$ cat config.mk
export PLATFORM = sky130hd
export DESIGN_NAME = oscill_stepper_flat
export DESIGN_NICKNAME = d
export VERILOG_FILES = /design/src/rtl/oscill_pkg.sv /design/src/rtl/oscill_stepper_if.sv /design/src/rtl/oscill_rk_stage.sv /design/src/rtl/oscill_stepper.sv /design/src/flat_wrapper.sv
export SDC_FILE = /design/constraint.sdc
export NUM_CORES = 1
export LEC_CHECK = 0
export BUFFER_PORTS_ARGS = -buffer_cell sky130_fd_sc_hd__buf_2
export CAP_MARGIN = 30
export CORE_MARGIN = 2
export CORE_UTILIZATION = 25
export DETAILED_ROUTE_END_ITERATION = 8
export SETUP_SLACK_MARGIN = 0.05
export SLEW_MARGIN = 20
export SYNTH_ARGS = -nofsm -noshare
export SYNTH_HDL_FRONTEND = slang
export SYNTH_SLANG_ARGS = --single-unit
$ cat constraint.sdc
create_clock -name clk -period 8.8 [get_ports clk]
set_input_delay 2.2 -clock clk [delete_from_list [all_inputs] [get_ports clk]]
set_output_delay 2.2 -clock clk [all_outputs]
set_load 0.05 [all_outputs]
$ cat src/rtl/oscill_pkg.sv
// Shared types, defaults and arithmetic helpers for the RK4 oscillator stepper.
// Build option OSCILL_SAT_EN: saturating stage/update arithmetic instead of wrap-around.
package oscill_pkg;

   localparam int W_DEF        = 8;
   localparam int CW_DEF       = 16;
   localparam int DIV_HALF_DEF = 40;
   localparam int DIV_MID_DEF  = 60;
   localparam int DIV_END_DEF  = 120;

   typedef enum logic [2:0] {IDLE, S1, S2, S3, S4, UPD, EMIT} state_t;

   typedef logic signed [W_DEF-1:0] data_t;

   function automatic int satAdd(input int a, input int b, input int w);
      int lo;
      int hi;
      int s;
      lo = -(1 << (w - 1));
      hi = (1 << (w - 1)) - 1;
      s  = a + b;
      if (s > hi) return hi;
      if (s < lo) return lo;
      return s;
   endfunction

   function automatic int wrapW(input int x, input int w);
      int m;
      m = x & ((1 << w) - 1);
      if (m >= (1 << (w - 1))) m = m - (1 << w);
      return m;
   endfunction

   // Every stage/update add goes through here so the build option switches all of them together.
   function automatic int addOp(input int a, input int b, input int w);
`ifdef OSCILL_SAT_EN
      return satAdd(a, b, w);
`else
      return wrapW(a + b, w);
`endif
   endfunction

   function automatic int negOp(input int a, input int w);
      return addOp(0, -a, w);
   endfunction

endpackage

$ cat src/rtl/oscill_stepper_if.sv
// Control and sample-stream bundle between the stepper (slave) and its driver/consumer (master).
interface oscill_stepper_if import oscill_pkg::*; #(
   parameter int W  = W_DEF,
   parameter int CW = CW_DEF
);
   logic                 start;
   logic signed [W-1:0]  y1_init;
   logic signed [W-1:0]  y2_init;
   logic [CW-1:0]        n_steps;
   logic                 busy;
   logic                 out_valid;
   logic                 out_ready;
   logic signed [W-1:0]  out_y1;
   logic signed [W-1:0]  out_y2;
   logic [CW-1:0]        out_idx;
   logic                 done;

   modport master (
      output start, y1_init, y2_init, n_steps, out_ready,
      input  busy, out_valid, out_y1, out_y2, out_idx, done
   );

   modport slave (
      input  start, y1_init, y2_init, n_steps, out_ready,
      output busy, out_valid, out_y1, out_y2, out_idx, done
   );
endinterface

$ cat src/rtl/oscill_rk_stage.sv
// Combinational evaluation of one RK4 stage of dy1/dt = y2, dy2/dt = -y1.
// Stage select 0..3 picks k1/g1, the two half-step stages, or the full-step stage.
module oscill_rk_stage import oscill_pkg::*; #(
   parameter int W        = W_DEF,
   parameter int DIV_HALF = DIV_HALF_DEF
) (
   input  logic signed [W-1:0] i_y1,
   input  logic signed [W-1:0] i_y2,
   input  logic signed [W-1:0] i_k,
   input  logic signed [W-1:0] i_g,
   input  logic [1:0]          i_sel,
   output logic signed [W-1:0] o_k,
   output logic signed [W-1:0] o_g
);

   // i_k/i_g are the previous stage's increments; the first stage ignores them.
   always_comb begin
      o_k = '0;
      o_g = '0;
      case (i_sel)
         2'd0: begin
            o_k = i_y2;
            o_g = W'(negOp(int'(i_y1), W));
         end
         2'd1, 2'd2: begin
            o_k = W'(addOp(int'(i_y2), int'(i_g) / DIV_HALF, W));
            o_g = W'(negOp(addOp(int'(i_y1), int'(i_k) / DIV_HALF, W), W));
         end
         default: begin
            o_k = W'(addOp(int'(i_y2), int'(i_g), W));
            o_g = W'(negOp(addOp(int'(i_y1), int'(i_k), W), W));
         end
      endcase
   end

endmodule

$ cat src/rtl/oscill_stepper.sv
// Sequential RK4 driver for the harmonic oscillator: four stage cycles, an update
// cycle, then a valid/ready sample hand-off, repeated for the programmed step count.
module oscill_stepper import oscill_pkg::*; #(
   parameter int W        = W_DEF,
   parameter int CW       = CW_DEF,
   parameter int DIV_HALF = DIV_HALF_DEF,
   parameter int DIV_MID  = DIV_MID_DEF,
   parameter int DIV_END  = DIV_END_DEF
) (
   input logic           clk,
   input logic           rst,
   oscill_stepper_if.slave bus
);

   state_t               r_state;
   logic signed [W-1:0]  r_y1, r_y2;
   logic signed [W-1:0]  r_k [4];
   logic signed [W-1:0]  r_g [4];
   logic [CW-1:0]        r_idx, r_nSteps;
   logic                 r_busy, r_outValid, r_done;
   logic signed [W-1:0]  r_outY1, r_outY2;
   logic [CW-1:0]        r_outIdx;

   logic [1:0]           w_sel;
   state_t               w_stageNext;
   logic signed [W-1:0]  w_kPrev, w_gPrev, w_kNew, w_gNew;
   logic signed [W-1:0]  w_y1Next, w_y2Next;
   int                   w_kSum, w_gSum;

   assign w_kPrev = r_k[w_sel - 2'd1];
   assign w_gPrev = r_g[w_sel - 2'd1];

   oscill_rk_stage #(.W(W), .DIV_HALF(DIV_HALF)) u_stage (
      .i_y1  (r_y1),
      .i_y2  (r_y2),
      .i_k   (w_kPrev),
      .i_g   (w_gPrev),
      .i_sel (w_sel),
      .o_k   (w_kNew),
      .o_g   (w_gNew)
   );

   // Each quotient truncates on its own before the sum; the sum itself stays well inside W bits.
   always_comb begin
      w_sel       = 2'd0;
      w_stageNext = S2;
      case (r_state)
         S2:      begin w_sel = 2'd1; w_stageNext = S3;  end
         S3:      begin w_sel = 2'd2; w_stageNext = S4;  end
         S4:      begin w_sel = 2'd3; w_stageNext = UPD; end
         default: ;
      endcase
      w_kSum = int'(r_k[0]) / DIV_END + int'(r_k[1]) / DIV_MID
             + int'(r_k[2]) / DIV_MID + int'(r_k[3]) / DIV_END;
      w_gSum = int'(r_g[0]) / DIV_END + int'(r_g[1]) / DIV_MID
             + int'(r_g[2]) / DIV_MID + int'(r_g[3]) / DIV_END;
      w_y1Next = W'(addOp(int'(r_y1), w_kSum, W));
      w_y2Next = W'(addOp(int'(r_y2), w_gSum, W));
   end

   always_ff @(posedge clk or posedge rst) begin
      if (rst) begin
         r_state    <= IDLE;
         r_y1       <= '0;
         r_y2       <= '0;
         for (int i = 0; i < 4; i++) begin
            r_k[i] <= '0;
            r_g[i] <= '0;
         end
         r_idx      <= '0;
         r_nSteps   <= '0;
         r_busy     <= 1'b0;
         r_outValid <= 1'b0;
         r_done     <= 1'b0;
         r_outY1    <= '0;
         r_outY2    <= '0;
         r_outIdx   <= '0;
      end else begin
         r_done <= 1'b0;
         case (r_state)
            IDLE: begin
               if (bus.start) begin
                  if (bus.n_steps != '0) begin
                     r_y1     <= bus.y1_init;
                     r_y2     <= bus.y2_init;
                     r_nSteps <= bus.n_steps;
                     r_idx    <= '0;
                     r_busy   <= 1'b1;
                     r_state  <= S1;
                  end else begin
                     r_done <= 1'b1;
                  end
               end
            end
            S1, S2, S3, S4: begin
               r_k[w_sel] <= w_kNew;
               r_g[w_sel] <= w_gNew;
               r_state    <= w_stageNext;
            end
            UPD: begin
               r_y1       <= w_y1Next;
               r_y2       <= w_y2Next;
               r_idx      <= r_idx + CW'(1);
               r_outY1    <= w_y1Next;
               r_outY2    <= w_y2Next;
               r_outIdx   <= r_idx + CW'(1);
               r_outValid <= 1'b1;
               r_state    <= EMIT;
            end
            EMIT: begin
               // Holding here under backpressure is what stalls the integrator.
               if (bus.out_ready) begin
                  r_outValid <= 1'b0;
                  if (r_idx == r_nSteps) begin
                     r_busy  <= 1'b0;
                     r_done  <= 1'b1;
                     r_state <= IDLE;
                  end else begin
                     r_state <= S1;
                  end
               end
            end
            default: r_state <= IDLE;
         endcase
      end
   end

   assign bus.busy      = r_busy;
   assign bus.out_valid = r_outValid;
   assign bus.out_y1    = r_outY1;
   assign bus.out_y2    = r_outY2;
   assign bus.out_idx   = r_outIdx;
   assign bus.done      = r_done;

endmodule

$ cat src/flat_wrapper.sv
// flat-port wrapper written by rule: the top's interface ports become plain ports
module oscill_stepper_flat import oscill_pkg::*;
#(
   parameter int W        = W_DEF,
   parameter int CW       = CW_DEF,
   parameter int DIV_HALF = DIV_HALF_DEF,
   parameter int DIV_MID  = DIV_MID_DEF,
   parameter int DIV_END  = DIV_END_DEF
)
  (clk, rst, bus_start, bus_y1_init, bus_y2_init, bus_n_steps, bus_out_ready, bus_busy, bus_out_valid, bus_out_y1, bus_out_y2, bus_out_idx, bus_done);
  oscill_stepper_if #(.W(W), .CW(CW)) bus_i ();
  input logic clk;
  input logic rst;
  input wire logic [$bits(bus_i.start)-1:0] bus_start;
  input wire logic [$bits(bus_i.y1_init)-1:0] bus_y1_init;
  input wire logic [$bits(bus_i.y2_init)-1:0] bus_y2_init;
  input wire logic [$bits(bus_i.n_steps)-1:0] bus_n_steps;
  input wire logic [$bits(bus_i.out_ready)-1:0] bus_out_ready;
  output wire logic [$bits(bus_i.busy)-1:0] bus_busy;
  output wire logic [$bits(bus_i.out_valid)-1:0] bus_out_valid;
  output wire logic [$bits(bus_i.out_y1)-1:0] bus_out_y1;
  output wire logic [$bits(bus_i.out_y2)-1:0] bus_out_y2;
  output wire logic [$bits(bus_i.out_idx)-1:0] bus_out_idx;
  output wire logic [$bits(bus_i.done)-1:0] bus_done;
  assign bus_i.start = bus_start;
  assign bus_i.y1_init = bus_y1_init;
  assign bus_i.y2_init = bus_y2_init;
  assign bus_i.n_steps = bus_n_steps;
  assign bus_i.out_ready = bus_out_ready;
  assign bus_busy = bus_i.busy;
  assign bus_out_valid = bus_i.out_valid;
  assign bus_out_y1 = bus_i.out_y1;
  assign bus_out_y2 = bus_i.out_y2;
  assign bus_out_idx = bus_i.out_idx;
  assign bus_done = bus_i.done;
  oscill_stepper #(.W(W), .CW(CW), .DIV_HALF(DIV_HALF), .DIV_MID(DIV_MID), .DIV_END(DIV_END)) u_core (.clk(clk), .rst(rst), .bus(bus_i));
endmodule
## Word level (Yosys, flattened, before mapping)

Index checks and enable logic that the tools add are counted.

- Flip-flop bits (word level): 150
- Input port bits: 36
- Logic and storage cells: 148

- Add/sub/neg operators: 26
- Div/mod/pow operators: 10
- Magnitude comparators: 12
- Equal/unequal tests: 13
- Muxes and demuxes: 51
- Bitwise gates (word level): 2
- Reductions and logical operators: 15

Operators with widths:

| kind | count |
|---|---|
| divider 32 x 7 -> 32 bit, second input constant | 6 |
| two-way mux 8 bit | 20 |
| divider 32 x 8 -> 32 bit, second input constant | 4 |
| adder 8 bit | 12 |
| >= comparator 8 bit, second input constant | 9 |
| subtractor 8 x 1 -> 8 bit, second input constant | 9 |
| bitwise mux 32 bit | 2 |
| one-hot mux 8 bit (2 select lines) | 4 |
| binary-select mux 8 bit (select 2 bit) | 2 |
| two-way mux 16 bit | 2 |
| one-hot mux 16 bit (2 select lines) | 1 |
| negation 8 bit | 3 |
| adder 16 x 1 -> 16 bit, second input constant | 1 |
| demux 8 bit (select 2 bit) | 1 |
| == test 16 bit | 1 |
| nonzero test 16 bit | 1 |
| one-hot mux 3 bit (4 select lines) | 1 |
| two-way mux 1 bit | 10 |
| == test 3 bit, second input constant | 3 |
| two-way mux 3 bit | 3 |
| one-hot mux 3 bit (3 select lines) | 1 |
| AND reduction 3 bit | 3 |
| == test 3 x 2 -> 1 bit, second input constant | 2 |
| >= comparator 3 bit, second input constant | 2 |
| other kinds (19) | 26 |

## Logic depth before layout (Yosys ltp)

Gate-level depths: netlist (run 1).

- Depth in word-level cells: 17
- Mapped depth: 34
- Gate-level depth less buffers: 30

## Modules after synthesis

A second synthesis (run 1) with hierarchy kept.

- Cell total of the unflattened synthesis: 1255
- Area, all modules: 12055.3 um2

Modules (own cells, without submodules):

| module | instances | cells each | area each (um2) | seq. area each (um2) |
|---|---|---|---|---|
| oscill_stepper | 1 | 936 | 9785.6 | 3753.6 |
| oscill_rk_stage | 1 | 319 | 2269.7 | 0.0 |

## Least setup slack after synthesis (run 1)

No wires, ideal clock.

- Path kind: reg-to-reg
- Start: register u_core.r_state[1]
- End: register u_core.r_g[15] (netlist name)
- Arrival time: 6762 ps
- Slack: 1911 ps
- Cell stages (with the launch flop): 33
- Buffers on the path: 3
- Clock period less this slack: 6889 ps
- Path through: dfrtp_1 > clkbuf_1 > inv_1 > or3_1 > o21ai_0 > ha_1 > buf_2 > buf_2 > mux4_2 > inv_1 > ha_1 > inv_1 > o31ai_2 > xor2_1 > nand2_2 > or2b_1 > o21ai_0 > o21a_1 > inv_1 > ha_1 > nand2_1 > o21ai_0 > fa_1 > a21o_1 > a311o_1 > a21oi_1 > xnor2_1 > or3b_1 > xor3_1 > or4_1 > mux2i_1 > a211oi_2 > mux2_1

- Longest elaborated chain between the ends: 17
- Elaborated cells on any way between the ends: 42

RTL lines:

| item | RTL line | source |
|---|---|---|
| start: declaration | oscill_stepper.sv:15 | `state_t r_state;` |
| start signal: assignment | oscill_stepper.sv:98 | `r_state <= w_stageNext;` |
| == test 3 bit / == test 3 x 2 -> 1 bit (equally long branches) | oscill_stepper.sv:47, oscill_stepper.sv:80 |  |
| one-hot mux 2 bit (3 select lines) | oscill_stepper.sv:47 | `case (r_state)` |
| subtractor 2 x 1 -> 2 bit | oscill_stepper.sv:30 | `assign w_kPrev = r_k[w_sel - 2'd1];` |
| NOT 2 -> 3 bit (not written as such) | oscill_stepper.sv:30 |  |
| binary-select mux 8 bit (select 2 bit) | oscill_stepper.sv:30 |  |
| two-way mux 8 bit (not written as such) (2 in a row) | oscill_stepper.sv:30 |  |
| divider 32 x 7 -> 32 bit | oscill_rk_stage.sv:27 | `o_g = W'(negOp(addOp(int'(i_y1), int'(i_k) / DIV_HALF, W), W));` |
| adder 8 bit | oscill_pkg.sv:39 | `return wrapW(a + b, w);` |
| subtractor 8 x 1 -> 8 bit / >= comparator 8 bit (equally long branches) | oscill_pkg.sv:30 | `if (m >= (1 << (w - 1))) m = m - (1 << w);` |
| two-way mux 8 bit | oscill_pkg.sv:30 |  |
| two-way mux 8 bit | oscill_rk_stage.sv:20 | `case (i_sel)` |
| negation 8 bit | oscill_pkg.sv:44 | `return addOp(0, -a, w);` |
| subtractor 8 x 1 -> 8 bit / >= comparator 8 bit (equally long branches) | oscill_pkg.sv:30 |  |
| two-way mux 8 bit | oscill_pkg.sv:30 |  |
| one-hot mux 8 bit (2 select lines) | oscill_rk_stage.sv:20 |  |
| bitwise mux 32 bit | oscill_stepper.sv:97 | `r_g[w_sel] <= w_gNew;` |
| end signal: indexed assignment | oscill_stepper.sv:97 |  |
| end: declaration | oscill_stepper.sv:18 | `logic signed [W-1:0] r_g [4];` |

Several ways; a longest one is shown, not always the timed one. The select of a mux whose other input is x is not followed.
A chain may end at the register's enable or synchronous reset.

## Final worst setup path (run 1)

- Start: register u_core.r_state[0]
- End: register u_core.r_k[23] (netlist name)

- Longest elaborated chain between the ends: 13
- Elaborated cells on any way between the ends: 32

RTL lines:

| item | RTL line | source |
|---|---|---|
| == test 3 bit / == test 3 x 2 -> 1 bit (equally long branches) | oscill_stepper.sv:47, oscill_stepper.sv:80 |  |
| one-hot mux 2 bit (3 select lines) | oscill_stepper.sv:47 |  |
| subtractor 2 x 1 -> 2 bit | oscill_stepper.sv:31 | `assign w_gPrev = r_g[w_sel - 2'd1];` |
| NOT 2 -> 3 bit (not written as such) | oscill_stepper.sv:31 |  |
| binary-select mux 8 bit (select 2 bit) | oscill_stepper.sv:31 |  |
| two-way mux 8 bit (not written as such) (2 in a row) | oscill_stepper.sv:31 |  |
| divider 32 x 7 -> 32 bit | oscill_rk_stage.sv:26 | `o_k = W'(addOp(int'(i_y2), int'(i_g) / DIV_HALF, W));` |
| adder 8 bit | oscill_pkg.sv:39 |  |
| subtractor 8 x 1 -> 8 bit / >= comparator 8 bit (equally long branches) | oscill_pkg.sv:30 |  |
| two-way mux 8 bit | oscill_pkg.sv:30 |  |
| one-hot mux 8 bit (2 select lines) | oscill_rk_stage.sv:20 |  |
| bitwise mux 32 bit | oscill_stepper.sv:96 | `r_k[w_sel] <= w_kNew;` |
| end signal: indexed assignment | oscill_stepper.sv:96 |  |
| end: declaration | oscill_stepper.sv:17 | `logic signed [W-1:0] r_k [4];` |

Several ways; a longest one is shown, not always the timed one. The select of a mux whose other input is x is not followed.

==> results of run 1 <==
## flip-flops by register name, indices dropped and copies added, names as in the netlist
register,flops
u_core.r_g,32
u_core.bus.out_y2,8
u_core.bus.out_idx,16
u_core.r_k,32
u_core.bus.busy,1
u_core.bus.done,1
u_core.bus.out_y1,8
u_core.r_nSteps,16
u_core.r_y1,8
u_core.r_y2,8
u_core.r_idx,16
u_core.r_state,3
u_core.bus.out_valid,1
## layer usage
layer | part of all wire [%] | GRT usage [%]
met5 | 0.040 | 0
met4 | 1.6 | 3.62
met3 | 4.2 | 1.61
met2 | 49 | 22.1
met1 | 46 | 17.8
## through the flow
stage	area, sq um	worst slack (ps)	cells	hold WS [ps]
CTS	13500	1150	1968	480
finish	13600	1110	1969	474
global placement	12900	1440	1932	457
global route	13600	454	1969	507
detailed placement	12900	1190	1936	462
floorplan	11900	1910	1304	479
## worst max path at each step
stage	start	end	slack, ps	depth (start not counted)
global placement	u_core.r_state[0]$_DFFE_PP0P_	u_core.r_g[7]$_DFFE_PP0P_	1440	26
global route	u_core.r_state[0]$_DFFE_PP0P_	u_core.r_k[7]$_DFFE_PP0P_	450	31
CTS	u_core.r_state[0]$_DFFE_PP0P_	u_core.r_g[31]$_DFFE_PP0P_	1150	26
finish	u_core.r_state[0]$_DFFE_PP0P_	u_core.r_k[23]$_DFFE_PP0P_	1110	31
detailed placement	u_core.r_state[0]$_DFFE_PP0P_	u_core.r_g[31]$_DFFE_PP0P_	1190	26
floorplan	u_core.r_state[1]$_DFFE_PP0P_	u_core.r_g[15]$_DFFE_PP0P_	1910	32
## placed cells by master, fill, tap and decap left out, types with 36 or more instances in the layout
| master | n |
|---|---|
| a21oi_1 | 65 |
| buf_2 | 70 |
| dfrtp_1 | 150 |
| fa_1 | 43 |
| ha_1 | 66 |
| inv_1 | 75 |
| mux2_2 | 45 |
| nand2_1 | 160 |
| nor2_1 | 74 |
| nor2b_1 | 36 |
| o21ai_0 | 99 |
| xnor2_1 | 73 |
## layout make-up
class | count | area [sq um]
Fill cell | 4981 | 33900
Multi-Input combinational cell | 1015 | 7650
Sequential cell | 150 | 3750
Tap cell | 615 | 769
Timing Repair Buffer | 80 | 468
Clock buffer | 18 | 429
Inverter | 77 | 294
Clock inverter | 14 | 186
## cell families after synthesis
logic type / Yosys count / synth area share (%)
AOI/OAI and AO/OA: 307 / 16.5
xor gates and xnor gates: 107 / 8.32
DFF: 150 / 31.5
buffers and inverters: 139 / 4.55
other: 1 / 0.0314
adders and majority gates: 110 / 14.2
and+or+nand+nor: 409 / 17.0
muxes: 78 / 7.96
==> out/summary.txt, run 1 <==
outcome: complete, no violations
period utilization: 87.4%
largest net degree at the start of global routing: 74
vias: 9710
Clk pin slew, worst setup/hold paths: 70 ps
Num CTS Buffers: 17
DRC Markers: 0
maximum clock frequency: 130 MHz
Crit-path slowest cell: dfrtp_1
synth top area cells: dfrtp_1, fa_1, ha_1
Hold Path Depth: 1
TritonCTS clock tree: yes
Async S/R FF share, synth: 100%
Top Family by Delay on Critical Path: compound AO/OA/AOI/OAI gates
max_cap viols: 0
num ports: 71
# port buffers: 70
Slew headroom: 37.5%
Root Driver: clkbuf_16
WL final: 32200 um
clock buffer depth: 2
Final Critical Period: 7690 ps
slowest cell delay on critical path: 640 ps
Die Y: 222 um
Pre-antenna DRT Iters: 5
core area: 0.0474 sq mm
max-slew violations: 0
die width: 222 um
Detailed Place HPWL: 24900 um
worst path bufs/invs: 3
Final TNS setup: 0 ps
Initial Util: 25.1%
share of the synthesized area in the top cell type: 31.5%
ANT cells: 0
layout net count: 1486
Via density: 4.93
clock latency on the worst-skew pair: 430 ps
worst hold path class: register to register
Slew @ Worst Pin: 924 ps
cell mode on critical path: ha_1
initial antenna violation count: 1
share of layout cells above drive strength 1: 14.3%
vias in the first global route: 9557
synth cell count leaders: nand2_1, dfrtp_1, o21ai_0
R2R Setup Slk: 1110 ps
Reg2Reg Depth: 31
grt ovf: 0
overall global routing resource usage: 13.2%
row cnt: 80
count leader, synth: nand2_1
startpoint of the worst hold path: u_core.bus.out_idx[7]$_DFFE_PP0P_
WL/cell: 16.4 um
Hold EP: u_core.bus.out_idx[7]$_DFFE_PP0P_
crit path DAT: 8030 ps
post-CTS resize count: 0
worst reg2reg startpoint: u_core.r_state[0]$_DFFE_PP0P_
GPL Wtd Cong: 0.857
cell taking the most area after synthesis: dfrtp_1
Yosys reg bits: 150
antenna-violating nets left: 0
Critical Setup Path Class: register to register
post-synthesis cell type count: 81
Clock Sinks: 150
Area Overhead vs Synth: 13.6%
H-tree depth: 4
Worst setup SP type: register
first-pass GRT wire length: 52400 um
DRT iter0 DRCs: 865
syn_area_per_cell: 9.17 sq um
Worst R2R End: u_core.r_k[23]$_DFFE_PP0P_
Final Core Density: 28.6%
CP max FO: 37
main flop type after synthesis: dfrtp_1
post-synthesis instance total: 1301
hold-fix buffers at CTS: 0
yosys warns: 0
Worst Path Required: 9140 ps
final setup fails: 0
synthesized cell area: 0.0119 sq mm
Setup Fix Bufs, Post-CTS: 0
crit path capture type: register
RSZ-0062 raised after global routing: no
post-synthesis sequential area ratio: 31.5%
number of synthesized flops with an enable pin: 0
Die Footprint: 0.0495 sq mm
final hold viol count: 0
Final Skew: 18.1 ps
Power of run 1 is left out: the tool's default activity adds up to more than one toggle a clock period on the data nets, which glitch-free logic cannot reach.
==> inputs of run 2 (changes only) <==
==> constraint.sdc (replaced) <==
create_clock -name clk -period 8.8 [get_ports clk]
set_input_delay 0 -clock clk [delete_from_list [all_inputs] [get_ports clk]]
set_output_delay 0 -clock clk [all_outputs]
set_load 0.05 [all_outputs]
==> run 2 against run 1 <==
Net effect:
- first-iteration DRC count decreased by 13%
- sequential cell count unchanged
- wire length up 0.92%
- design area up 2.7%
- count of clock-buffer cells in the layout stayed put
- core utilization is 0.76 points higher
- global-route usage is 0.12 points higher
==> out/summary.txt, run 2 (synthesized netlist as in run 1, its figures left out) <==
H-tree depth: 4 (unchanged)
largest net degree at the start of global routing: 74 (unchanged)
Initial Util: 25.1% (unchanged)
fillcell total: 4934 (was 4981)
Die Footprint: 0.0495 sq mm (unchanged)
ANT cells: 0 (unchanged)
Pre-antenna DRT Iters: 5 (unchanged)
worst reg2reg startpoint: u_core.r_state[0]$_DFFE_PP0P_ (unchanged)
cell mode on critical path: ha_1 (unchanged)
maximum clock frequency: 131 MHz (was 130 MHz)
CP Launch Point: u_core.r_state[0]$_DFFE_PP0P_ (unchanged)
crit path capture type: register (unchanged)
worst slack, placed: 1190 ps (unchanged)
layout net count: 1522 (was 1486)
Worst R2R End: u_core.r_k[7]$_DFFE_PP0P_ (was u_core.r_k[23]$_DFFE_PP0P_)
WL/cell: 16.2 um (was 16.4 um)
Multi-input gate area: 0.00765 sq mm (unchanged)
overall global routing resource usage: 13.3% (was 13.2%)
max_cap viols: 0 (unchanged)
core area: 0.0474 sq mm (unchanged)
post-placement cell count: 1936 (unchanged)
Crit-path slowest cell: dfrtp_1 (unchanged)
Final Skew: 18.1 ps (about the same)
WL final: 32500 um (was 32200 um)
Clock Sinks: 150 (unchanged)
DRC Markers: 0 (unchanged)
TritonCTS clock tree: yes (unchanged)
share of layout cells above drive strength 1: 13.9% (was 14.3%)
outcome: complete, no violations (unchanged)
crit path DAT: 8010 ps (was 8030 ps)
Worst Path Required: 9150 ps (was 9140 ps)
R2R Setup Slk: 1140 ps (was 1110 ps)
grt ovf: 0 (unchanged)
Detailed Place HPWL: 24900 um (unchanged)
final hold viol count: 0 (unchanged)
post-CTS resize count: 0 (unchanged)
row cnt: 80 (unchanged)
final setup fails: 0 (unchanged)
clock latency on the worst-skew pair: 430 ps (about the same)
die width: 222 um (unchanged)
Critical Setup Path Class: register to register (unchanged)
most frequent cells in the layout: nand2_1, dfrtp_1, o21ai_0 (unchanged)
commonest non-fill, non-tap cell in the layout: nand2_1 (unchanged)
first-pass GRT wire length: 52900 um (was 52400 um)
Root Driver: clkbuf_16 (unchanged)
Die Y: 222 um (unchanged)
clock buffer depth: 2 (unchanged)
Slew @ Worst Pin: 938 ps (was 924 ps)
num ports: 71 (unchanged)
Non-Filler Instances: 2005 (was 1969)
initial antenna violation count: 0 (was 1)
period utilization: 87.0% (was 87.4%)
# port buffers: 70 (unchanged)
hold slack: 199 ps (was 474 ps)
vias: 9814 (was 9710)
Num CTS Buffers: 17 (unchanged)
GPL Wtd Cong: 0.857 (unchanged)
antenna-violating nets left: 0 (unchanged)
register area: 0.00375 sq mm (unchanged)
RSZ-0062 raised after global routing: no (unchanged)
Via density: 4.89 (was 4.93)
fin worst setup slack: 1140 ps (was 1110 ps)
DRT iter0 DRCs: 750 (was 865)
vias in the first global route: 9726 (was 9557)
worst hold path class: primary input to asynchronous set/reset pin (was register to register)
max-slew violations: 0 (unchanged)
Area Overhead vs Synth: 16.6% (was 13.6%)
Reg2Reg Depth: 31 (unchanged)
slowest cell delay on critical path: 650 ps (was 640 ps)
Worst setup SP type: register (unchanged)
Final Critical Period: 7660 ps (was 7690 ps)
Clk pin slew, worst setup/hold paths: 80 ps (was 70 ps)
Slew headroom: 36.6% (was 37.5%)
Final TNS setup: 0 ps (unchanged)
CP max FO: 37 (unchanged)
crit path to: u_core.r_k[7]$_DFFE_PP0P_ (was u_core.r_k[23]$_DFFE_PP0P_)
Largest regs: u_core.r_g x32, u_core.r_k x32 (unchanged)
-- run 2: final cells by class --
cell class                 count  share of cell area, %
multi-input combinational   1015                   55.0
sequential                   150                   27.0
timing repair buffer         116                   5.95
tap                          615                   5.53
clock buffer                  18                   3.09
inverter                      77                   2.11
clock inverter                14                   1.34
-- run 2: worst min-delay path by stage --
stage / from / endpoint / slack (ps) / depth (start not counted)
after floorplan: bus_n_steps[10] / u_core.r_nSteps[10]$_DFFE_PP0P_ / 150 / 1
after global placement: rst / u_core.bus.out_y1[0]$_DFFE_PP0P_ / 150 / 2
after detailed placement: rst / u_core.bus.out_y1[0]$_DFFE_PP0P_ / 150 / 2
after CTS: rst / u_core.bus.out_y1[0]$_DFFE_PP0P_ / 230 / 3
after global routing: rst / u_core.bus.out_y1[1]$_DFFE_PP0P_ / 260 / 3
final: rst / u_core.bus.out_y1[0]$_DFFE_PP0P_ / 200 / 3
-- run 2: metal layers --
| metal | share of wire (%) | track usage [%] | vias to the layer above |
|---|---|---|---|
| met2 | 48 | 22.2 | 208 |
| met1 | 46 | 17.9 | 4857 |
| met4 | 2.1 | 4.07 | 0 |
| li1 | - | - | 4709 |
| met3 | 3.9 | 1.60 | 40 |
| met5 | 0 | 0 | - |
-- run 2: stage by stage --
step	util [%]	instance area, sq um
after global placement	27.1	12900
after CTS	29.3	13900
after floorplan	-	11900
after detailed placement	27.2	12900
after global routing	29.3	13900
final	29.3	13900
-- run 2: what timing repair did --
item / CTS / global route
hold endpoints to repair: 105 / 0
hold buffers: 36 / 0
buffers inserted: 0 / 0
-- run 2: worst max-delay path, delay by kind of cell (launching register included) --
family | cells | cell delay (ps)
flip-flops | 1 | 650
AND/OR/NAND/NOR | 7 | 1290
adder cells (fa/ha/maj) | 4 | 1190
buffers and inverters | 3 | 680
XOR/XNOR | 1 | 190
AO/OA/AOI/OAI | 16 | 3580
Power of run 2 is left out for the same reason.
